$ cat src/rtl/fmap_streamer.sv
// fmap_streamer: holds one LEN x LEN feature map in a register buffer and replays it
// row-major onto the pooling input, with GAP idle cycles between rows.
//
// Ports:
//   clk_i        rising-edge clock
//   rst_i        synchronous active-high reset (buffer contents are kept)
//   wr_en_i      buffer write strobe, honoured only while not busy
//   wr_addr_i    write address, row*LEN + col
//   wr_data_i    write data
//   start_i      single-cycle pulse that starts one frame
//   load_o       frame window to the pooling stage
//   conv_out_o   streamed element
//   valid_o      conv_out_o carries a new element this cycle
//   row_o/col_o  position of the current element
//   busy_o       frame in progress
//   done_o       one-cycle pulse after frame completion
module fmap_streamer #(
    parameter int unsigned WIDTH = 16,
    parameter int unsigned LEN   = 8,
    parameter int unsigned GAP   = 2,
    parameter int unsigned AW    = 6
) (
    input  logic                   clk_i,
    input  logic                   rst_i,
    input  logic                   wr_en_i,
    input  logic [AW-1:0]          wr_addr_i,
    input  logic [WIDTH-1:0]       wr_data_i,
    input  logic                   start_i,
    output logic                   load_o,
    output logic [WIDTH-1:0]       conv_out_o,
    output logic                   valid_o,
    output logic [$clog2(LEN)-1:0] row_o,
    output logic [$clog2(LEN)-1:0] col_o,
    output logic                   busy_o,
    output logic                   done_o
);

    localparam int unsigned RW    = $clog2(LEN);
    localparam int unsigned GW    = (GAP > 1) ? $clog2(GAP) : 1;
    localparam int unsigned Depth = LEN * LEN;
    localparam logic [RW-1:0] LastIdx = RW'(LEN - 1);
    localparam logic [GW-1:0] GapLast = GW'((GAP > 0) ? GAP - 1 : 0);

    // state_q names the phase currently visible on the registered outputs
    typedef enum logic [2:0] {StIdle, StPre, StStream, StGap, StTail} state_e;

    state_e           state_q, state_d;
    logic             start_q;
    logic [RW-1:0]    row_q, row_d;
    logic [RW-1:0]    col_q, col_d;
    logic [GW-1:0]    gap_q, gap_d;
    logic [WIDTH-1:0] data_q, data_d;
    logic             load_q, load_d;
    logic             valid_q, valid_d;
    logic             busy_q, busy_d;
    logic             done_q, done_d;
    logic             emit;
    logic [AW-1:0]    rd_addr;

    logic [WIDTH-1:0] mem_q [Depth];

    // Buffer is deliberately not reset; writes are locked out for the whole frame.
    always_ff @(posedge clk_i) begin
        if (wr_en_i && !busy_q && (32'(wr_addr_i) < Depth)) begin
            mem_q[wr_addr_i] <= wr_data_i;
        end
    end

    always_comb begin
        state_d = state_q;
        row_d   = row_q;
        col_d   = col_q;
        gap_d   = gap_q;
        data_d  = data_q;
        load_d  = 1'b1;
        valid_d = 1'b0;
        busy_d  = 1'b1;
        done_d  = 1'b0;
        emit    = 1'b0;
        rd_addr = '0;

        unique case (state_q)
            StIdle: begin
                load_d = 1'b0;
                busy_d = 1'b0;
                // start is registered first: this gives the one-edge launch latency and
                // lets a start sampled on the done edge be taken up here
                if (start_q) begin
                    state_d = StPre;
                    load_d  = 1'b1;
                    busy_d  = 1'b1;
                end
            end
            StPre: begin
                state_d = StStream;
                row_d   = '0;
                col_d   = '0;
                emit    = 1'b1;
            end
            StStream: begin
                if (col_q != LastIdx) begin
                    col_d = col_q + RW'(1);
                    emit  = 1'b1;
                end else if (row_q != LastIdx) begin
                    if (GAP > 0) begin
                        state_d = StGap;
                        gap_d   = '0;
                    end else begin
                        row_d = row_q + RW'(1);
                        col_d = '0;
                        emit  = 1'b1;
                    end
                end else begin
                    state_d = StTail;
                end
            end
            StGap: begin
                if (gap_q == GapLast) begin
                    state_d = StStream;
                    row_d   = row_q + RW'(1);
                    col_d   = '0;
                    emit    = 1'b1;
                end else begin
                    gap_d = gap_q + GW'(1);
                end
            end
            StTail: begin
                state_d = StIdle;
                load_d  = 1'b0;
                busy_d  = 1'b0;
                done_d  = 1'b1;
            end
            default: begin
                state_d = StIdle;
                load_d  = 1'b0;
                busy_d  = 1'b0;
            end
        endcase

        if (emit) begin
            rd_addr = AW'(32'(row_d) * LEN + 32'(col_d));
            data_d  = mem_q[rd_addr];
            valid_d = 1'b1;
        end
    end

    always_ff @(posedge clk_i) begin
        if (rst_i) begin
            state_q <= StIdle;
            start_q <= 1'b0;
            row_q   <= '0;
            col_q   <= '0;
            gap_q   <= '0;
            data_q  <= '0;
            load_q  <= 1'b0;
            valid_q <= 1'b0;
            busy_q  <= 1'b0;
            done_q  <= 1'b0;
        end else begin
            state_q <= state_d;
            start_q <= start_i;
            row_q   <= row_d;
            col_q   <= col_d;
            gap_q   <= gap_d;
            data_q  <= data_d;
            load_q  <= load_d;
            valid_q <= valid_d;
            busy_q  <= busy_d;
            done_q  <= done_d;
        end
    end

    assign load_o     = load_q;
    assign conv_out_o = data_q;
    assign valid_o    = valid_q;
    assign row_o      = row_q;
    assign col_o      = col_q;
    assign busy_o     = busy_q;
    assign done_o     = done_q;

endmodule
$ cat config.mk
export PLATFORM = sky130hd
export DESIGN_NAME = fmap_streamer
export DESIGN_NICKNAME = d
export VERILOG_FILES = /design/src/rtl/fmap_streamer.sv
export SDC_FILE = /design/constraint.sdc
export NUM_CORES = 1
export LEC_CHECK = 0
export BUFFER_PORTS_ARGS = -buffer_cell sky130_fd_sc_hd__buf_2
export CORE_MARGIN = 8
export CORE_UTILIZATION = 34
export DETAILED_ROUTE_END_ITERATION = 8
export GPL_TIMING_DRIVEN = 0
export SETUP_SLACK_MARGIN = 0.02
export SLEW_MARGIN = 20
export SYNTH_ARGS = -nofsm -noshare
export SYNTH_HDL_FRONTEND = slang
export SYNTH_SLANG_ARGS = --single-unit
$ cat constraint.sdc
create_clock -name clk_i -period 3.33 [get_ports clk_i]
set_clock_uncertainty 0.1 [all_clocks]
set_input_delay 0.333 -clock clk_i [delete_from_list [all_inputs] [get_ports clk_i]]
set_output_delay 0.333 -clock clk_i [all_outputs]
set_load 0.005 [all_outputs]
==> results of run 1 <==
layer usage:
metal	vias up	wire (um)
met1	13464	50500
met4	6	5710
met3	262	11400
li1	11536	-
met2	1344	60500
met5	-	35
cell usage after synthesis, types with 6 or more instances:
cell type	number
a311oi_1	19
nand3_1	132
a211o_1	15
clkbuf_1	81
o22ai_1	33
a31o_2	13
a31oi_1	76
o21ai_0	9
a32oi_1	73
dfxtp_1	30
nor2_1	91
a211oi_1	92
mux2_2	33
buf_6	9
nor4_1	7
buf_1	6
buf_2	81
mux2i_1	119
nand2_1	623
a22o_1	14
o221ai_1	16
edfxtp_1	1024
buf_4	15
inv_1	6
and3_1	77
nor4b_1	14
a221oi_1	33
a21oi_1	24
nor3_1	7
a221o_1	14
sequential cells by signal, summed over array words and instances (netlist names):
register / count
row_o: 3
conv_out_o: 16
gap_q: 1
mem_q: 1024
valid_o: 1
state_q: 3
col_o: 3
done_o: 1
busy_o: 1
start_q: 1
through the flow:
stage | hold slack, ns | worst slack (ns) | utilization [%] | power [mW]
after detailed placement | 0.446 | -1.20 | 36.9 | 17.0
after CTS | 0.116 | 0.0150 | 40.9 | 29.0
after floorplan | 0.305 | 0.595 | - | 16.0
after global routing | 0.101 | -0.0368 | 41.3 | 29.6
final | 0.0944 | -0.0286 | 41.3 | 29.0
after global placement | 0.448 | -1.63 | 36.1 | 17.0
what timing repair did:
item | in CTS | in global routing
setup buffers | 9 | 5
hold buffers | 6 | 0
endpoints found under the setup margin | 16 | 16
resized for setup | 300 | 117
cloned | 0 | 1
pin swaps | 24 | 27
hold endpoints to repair | 43 | 0
power by group through the flow:
stage | Sequential [mW] | Combinational, mW | Clock, mW
after floorplan | 14.9 | 1.07 | 0
after global placement | 15.0 | 2.00 | 0
after detailed placement | 15.0 | 2.06 | 0
after CTS | 14.7 | 2.23 | 12.1
after global routing | 14.7 | 2.44 | 12.5
final | 14.7 | 2.32 | 12.0
final timing paths:
kind / startpoint / endpoint / slack [ns] / cells after the start
worst max-delay path: state_q[0]$_SDFFE_PP0P_ / conv_out_o[3]$_SDFFE_PP0P_ / -0.03 / 13
worst min-delay path: wr_data_i[4] / mem_q[52][4]$_DFFE_PP_ / 0.09 / 1
worst max register to register: state_q[0]$_SDFFE_PP0P_ / conv_out_o[3]$_SDFFE_PP0P_ / -0.03 / 13
worst min register to register: conv_out_o[0]$_SDFFE_PP0P_ / conv_out_o[0]$_SDFFE_PP0P_ / 0.45 / 1
worst register-to-register path: stages (launching register included):
cell and delay (ns):
dfxtp_2 0.35, buf_6 0.14, clkinvlp_4 0.15, a2bb2oi_4 0.21
buf_6 0.15, o22ai_1 0.17, buf_6 0.25, buf_8 0.21
buf_6 0.22, clkbuf_8 0.23, a311oi_1 0.16, a211oi_4 0.47
a31oi_1 0.08, a221o_1 0.34
kinds of logic (layout without fill, tap and decap cells):
logic type      after synthesis  in the layout  synth area share (%)
mux                         152            152                  3.74
simple gates                992            992                  10.4
fa+ha+maj                     3              3                0.0899
flops                      1054           1054                  75.0
buf+inv                     198            519                  2.32
compound gates              457            457                  8.41
other cells                   0              3                     0
area by class of cell:
type | instances | area, um2 | share of cell area (%)
antenna | 3 | 7.51 | 0.0149
clock buffer | 134 | 2850 | 5.66
clock inverter | 58 | 633 | 1.26
multi-input combinational | 1604 | 10800 | 21.4
inverter | 6 | 26.3 | 0.0522
buffer | 191 | 1420 | 2.83
timing repair buffer | 130 | 1220 | 2.42
sequential | 1054 | 31400 | 62.3
tap | 1625 | 2030 | 4.04
==> out/qor.yml, run 1 <==
status: "finished, violations left"
violations: "negative setup slack"
synth-edff-count: 1024
ys.flop_type: "edfxtp_1"
max_freq_ghz: 0.298
power.internal_mw: 22.2
grt_pass1_wl_um: 183000
crit_family: "compound AO/OA/AOI/OAI gates"
design_area_um2: 50300
ant_nets: 0
hp-class: "input pin to register"
swShare_pct: 23.4
crit_type: "register to register"
dpl_cell_area_um2: 45000
num_vias: 26612
leakagePower_nw: 17.1
power_density_nw_per_um2: 576
dp_hpwl_um: 86400
path_cells: "buf_6, clkinvlp_4, a2bb2oi_4, buf_6, o22ai_1, buf_6, buf_8, buf_6, clkbuf_8, a311oi_1, a211oi_4, a31oi_1, a221o_1"
combPwrFrac_pct: 8.0
netlist_area_um2: 41800
min_period_ns: 3.36
post-route-period-util_pct: 101
port_buffers: 48
tightest_slew_ns: 0.947
synthDistinctLibCells: 67
slowest_delay_ns: 0.47
cts_buffers: 105
clock_path_buffers: 3
placedCellCount: 4590
report.final.slew_viol_count: 0
switchingPower_mw: 6.77
drive_above_1_share_pct: 22.9
drc_errors: 0
hold_viol_final: 0
arrival_ns: 3.85
p_seq_share_pct: 50.6
worstPathRequired_ns: 3.82
numClockSinks: 1054
grt_busiest_layer: "met2"
max_slew_margin_pct: 36.8
drt_iter0_markers: 3691
die_width_um: 367
rows: 128
fin_tns_setup_ns: -0.0350
syn_to_final_growth_pct: 20.4
rsz0062_at_grt: "yes"
grt_util_met2_pct: 29.7
final_common_cell: "edfxtp_1"
gp_congestion: 0.985
ys_ff_latch: 1054
grt_max_degree: 65
grt-ovfl-total: 0
first_global_vias: 25473
routed_wl_um: 128000
pwr-share-clk_pct: 41.3
netlist_top_cells_area: "edfxtp_1 74%, nand2_1 5.6%, mux2i_1 2.9%, a211oi_1 1.7%, nand3_1 1.6%"
finalSetupViolCount: 2
initial_core_util_pct: 34.3
ys_warn_count: 0
cts.htree.levels: 3
syn_inst: 2856
ir_drop_v: 0.000476
num-fill-cells: 10924
vias_per_cell: 5.54
dieArea_um2: 134000
worst_slack_ns: -0.0286
crit_path_start_kind: "register"
cp_common_cell: "buf_6"
pin_count: 52
synth_top_area_share_pct: 73.6
cts_tree: "built"
cts-root-buf: "clkbuf_16"
path_buf_inv: 7
clk_latency_ns: 0.70
coreArea_um2: 122000
avgSynthCellArea_um2: 14.6
cp-end-kind: "register"
final-instance-count-excl-fill: 4805
yosys.area.top_type: "edfxtp_1"
seq_area_frac_synth_pct: 75.0
track_usage_pct: 18.2
async_reset_ff_share_pct: 0
nets: 3121
cap_violations: 0
chipHeight_um: 367
first_pass_iters: 6
synth_nets: 2885
antenna_found_initial: 6
path_clk_slew_ns: 0.07
gr-usage-met3_pct: 3.41
path_max_fanout: 10
wire_per_inst_um: 26.7
crit_slowest_cell: "a211oi_4"
layout_common_cells: "1024 x edfxtp_1, 619 x nand2_1, 126 x nand3_1"
use_met1_pct: 23.7
Power figures use the tool's default switching activity.
==> run 2, diff against run 1 <==
CTS_BUF_LIST = sky130_fd_sc_hd__clkbuf_4 sky130_fd_sc_hd__clkbuf_8 sky130_fd_sc_hd__clkbuf_16   (was default)
==> run 2 against run 1 <==
  * The run still ends with negative setup slack left
  * Register-to-register slack about the same
  * First-iteration DRC count down 5.4%
  * Via count up 0.15%
  * Maximum frequency down 0.21%
  * Sequential power about the same
  * Clock-buffer cell count unchanged
  * Setup slack worse by 0.0072 ns
  * Clock power about the same
  * Largest power group unchanged
==> out/qor.yml, run 2 (synthesis gave the netlist of run 1 again) <==
cts_buffers: 105  # unchanged
clock_path_buffers: 3  # unchanged
totalPowerFinal_mw: 29.1  # +0.48%
crit_type: "register to register"
min_from: "wr_data_i[6]"
tightest_slew_ns: 0.973  # +0.0259 ns
gp_congestion: 0.985  # unchanged
first_pass_iters: 6  # unchanged
finalSetupViolCount: 4  # +2
port_buffers: 48  # unchanged
max_freq_ghz: 0.297  # -0.21%
path_clk_slew_ns: 0.07  # about the same
holdPathStages: 1  # unchanged
pwr-share-clk_pct: 41.5  # +0.2 points
rows: 128  # unchanged
timing.hold.ws_ns: 0.0988  # +0.00438 ns
regMostFlops: "mem_q"
dp_hpwl_um: 86400  # unchanged
chipHeight_um: 367  # unchanged
place_ws_ns: -1.20  # unchanged
r2r_slack_ns: -0.04  # about the same
numClockSinks: 1054  # unchanged
drc_errors: 0  # unchanged
final_common_cell: "edfxtp_1"
grt-ovfl-total: 0  # unchanged
syn_to_final_growth_pct: 20.9
final-instance-count-excl-fill: 4803  # -0.042%
worst_slack_ns: -0.0358  # -0.00721 ns
hold_viol_final: 0  # unchanged
post-route-period-util_pct: 101  # +0.22 points
hp-class: "input pin to register"
cts_tree: "built"
combPwrFrac_pct: 8.0  # about the same
antenna_found_initial: 6  # unchanged
ir_drop_v: 0.000474  # -0.42%
fin_util_pct: 41.4  # +0.17 points
dieArea_um2: 134000  # unchanged
hold_end: "mem_q[39][6]$_DFFE_PP_"
cts.htree.levels: 3  # unchanged
r2r_cells: 10  # -3
num_vias: 26651  # +0.15%
drt_iter0_markers: 3491  # -5.4%
crit_path_start_kind: "register"
coreArea_um2: 122000  # unchanged
wire_per_inst_um: 26.6  # -0.15%
final-seq-area_um2: 31400  # about the same
multiInputGateArea_um2: 10900  # +0.94%
largest_reg_flops: 1024  # unchanged
arrival_ns: 3.85  # about the same
track_usage_pct: 18.2  # about the same
leakagePower_nw: 17.2  # +0.60%
worstPathRequired_ns: 3.81  # about the same
layout_common_cells: "1024 x edfxtp_1, 619 x nand2_1, 124 x nand3_1"
power.internal_mw: 22.4  # +0.71%
clk_latency_ns: 0.69  # about the same
grt_pass1_wl_um: 183000  # unchanged
switchingPower_mw: 6.75  # -0.29%
r2r_end: "conv_out_o[3]$_SDFFE_PP0P_"
first_global_vias: 25469  # -0.016%
initial_core_util_pct: 34.3  # unchanged
path_max_fanout: 10  # unchanged
vias_per_cell: 5.55  # +0.19%
pin_count: 52  # unchanged
report.final.slew_viol_count: 0  # unchanged
violations: "negative setup slack"
status: "finished, violations left"
r2r_start: "state_q[2]$_SDFFE_PP0P_"
ant_nets: 0  # unchanged
die_width_um: 367  # unchanged
placedCellCount: 4590  # unchanged
p_seq_share_pct: 50.4  # -0.2 points
cap_violations: 0  # unchanged
cts-root-buf: "clkbuf_16"
min_period_ns: 3.37  # +0.00721 ns
routed_wl_um: 128000  # -0.19%
max_slew_margin_pct: 35.1  # -1.7 points
cp-end-kind: "register"
num-fill-cells: 10903  # -0.19%
rsz0062_at_grt: "yes"
power_density_nw_per_um2: 576  # about the same
swShare_pct: 23.2  # -0.18 points
drive_above_1_share_pct: 23.9  # +0.95 points
nets: 3120  # -0.032%
grt_max_degree: 65  # unchanged
run 2: cell count changes in the layout (fill, tap and decap cells not counted), moves of 4 or more:
cell      previous run  this run
clkbuf_4            21        39
a211oi_1            60        56
clkbuf_1            41        22
buf_2               72        68
run 2: worst max-delay path by stage:
stage	start	end	slack (ns)	cells past startpoint
final	state_q[2]$_SDFFE_PP0P_	conv_out_o[3]$_SDFFE_PP0P_	-0.04	10
after global routing	state_q[0]$_SDFFE_PP0P_	conv_out_o[14]$_SDFFE_PP0P_	-0.04	13
after CTS	col_o[0]$_SDFF_PP0_	conv_out_o[11]$_SDFFE_PP0P_	0.02	13
after detailed placement	state_q[0]$_SDFFE_PP0P_	conv_out_o[1]$_SDFFE_PP0P_	-1.20	12
after global placement	col_o[0]$_SDFF_PP0_	conv_out_o[0]$_SDFFE_PP0P_	-1.63	12
after floorplan	col_o[1]$_SDFF_PP0_	conv_out_o[15]$_SDFFE_PP0P_	0.60	12
run 2: layer usage:
layer / global-route usage [%] / vias up / routed length (um)
li1: - / 11543 / -
met1: 23.8 / 13465 / 50800
met2: 29.6 / 1377 / 60300
met3: 3.43 / 260 / 11100
met4: 8.02 / 6 / 5700
met5: 0 / - / 34
run 2: worst max-delay path, stage by stage (launching register included):
cell	delay, ns
dfxtp_4	0.37
or3b_4	0.45
o221ai_4	0.38
nand2_4	0.14
buf_2	0.26
clkbuf_2	0.33
nand2_1	0.17
a311oi_1	0.16
a211oi_4	0.47
a31oi_1	0.07
a221o_1	0.34
run 2: per-stage QoR:
step / cell area [um2] / TNS [ns]
finish: 50500 / -0.0758
global route: 50500 / -0.171
CTS: 49900 / 0
detailed placement: 45000 / -15.29
global placement: 44000 / -106.34
floorplan: 41800 / 0
run 2: final cells by class:
cell class,count,share of cell area (%)
Buffer,189,2.90
Timing Repair Buffer,131,2.41
Sequential cell,1054,62.1
Inverter,6,0.0520
Clock inverter,58,1.25
Clock buffer,134,5.77
Antenna cell,2,0.00991
Multi-Input combinational cell,1604,21.5
Tap cell,1625,4.02
run 2: power groups by stage:
stage               logic, mW  registers, mW  clock network, mW
floorplan                1.07           14.9                  0
global placement         2.00           15.0                  0
detailed placement       2.06           15.0                  0
CTS                      2.23           14.7               12.2
global route             2.46           14.7               12.7
finish                   2.34           14.7               12.1
run 2: timing repair:
action / CTS / global route
resized for setup: 310 / 137
hold endpoints to repair: 43 / 0
pin swaps: 26 / 34
setup endpoints to repair: 16 / 16
setup buffers: 8 / 9
hold buffers: 6 / 0
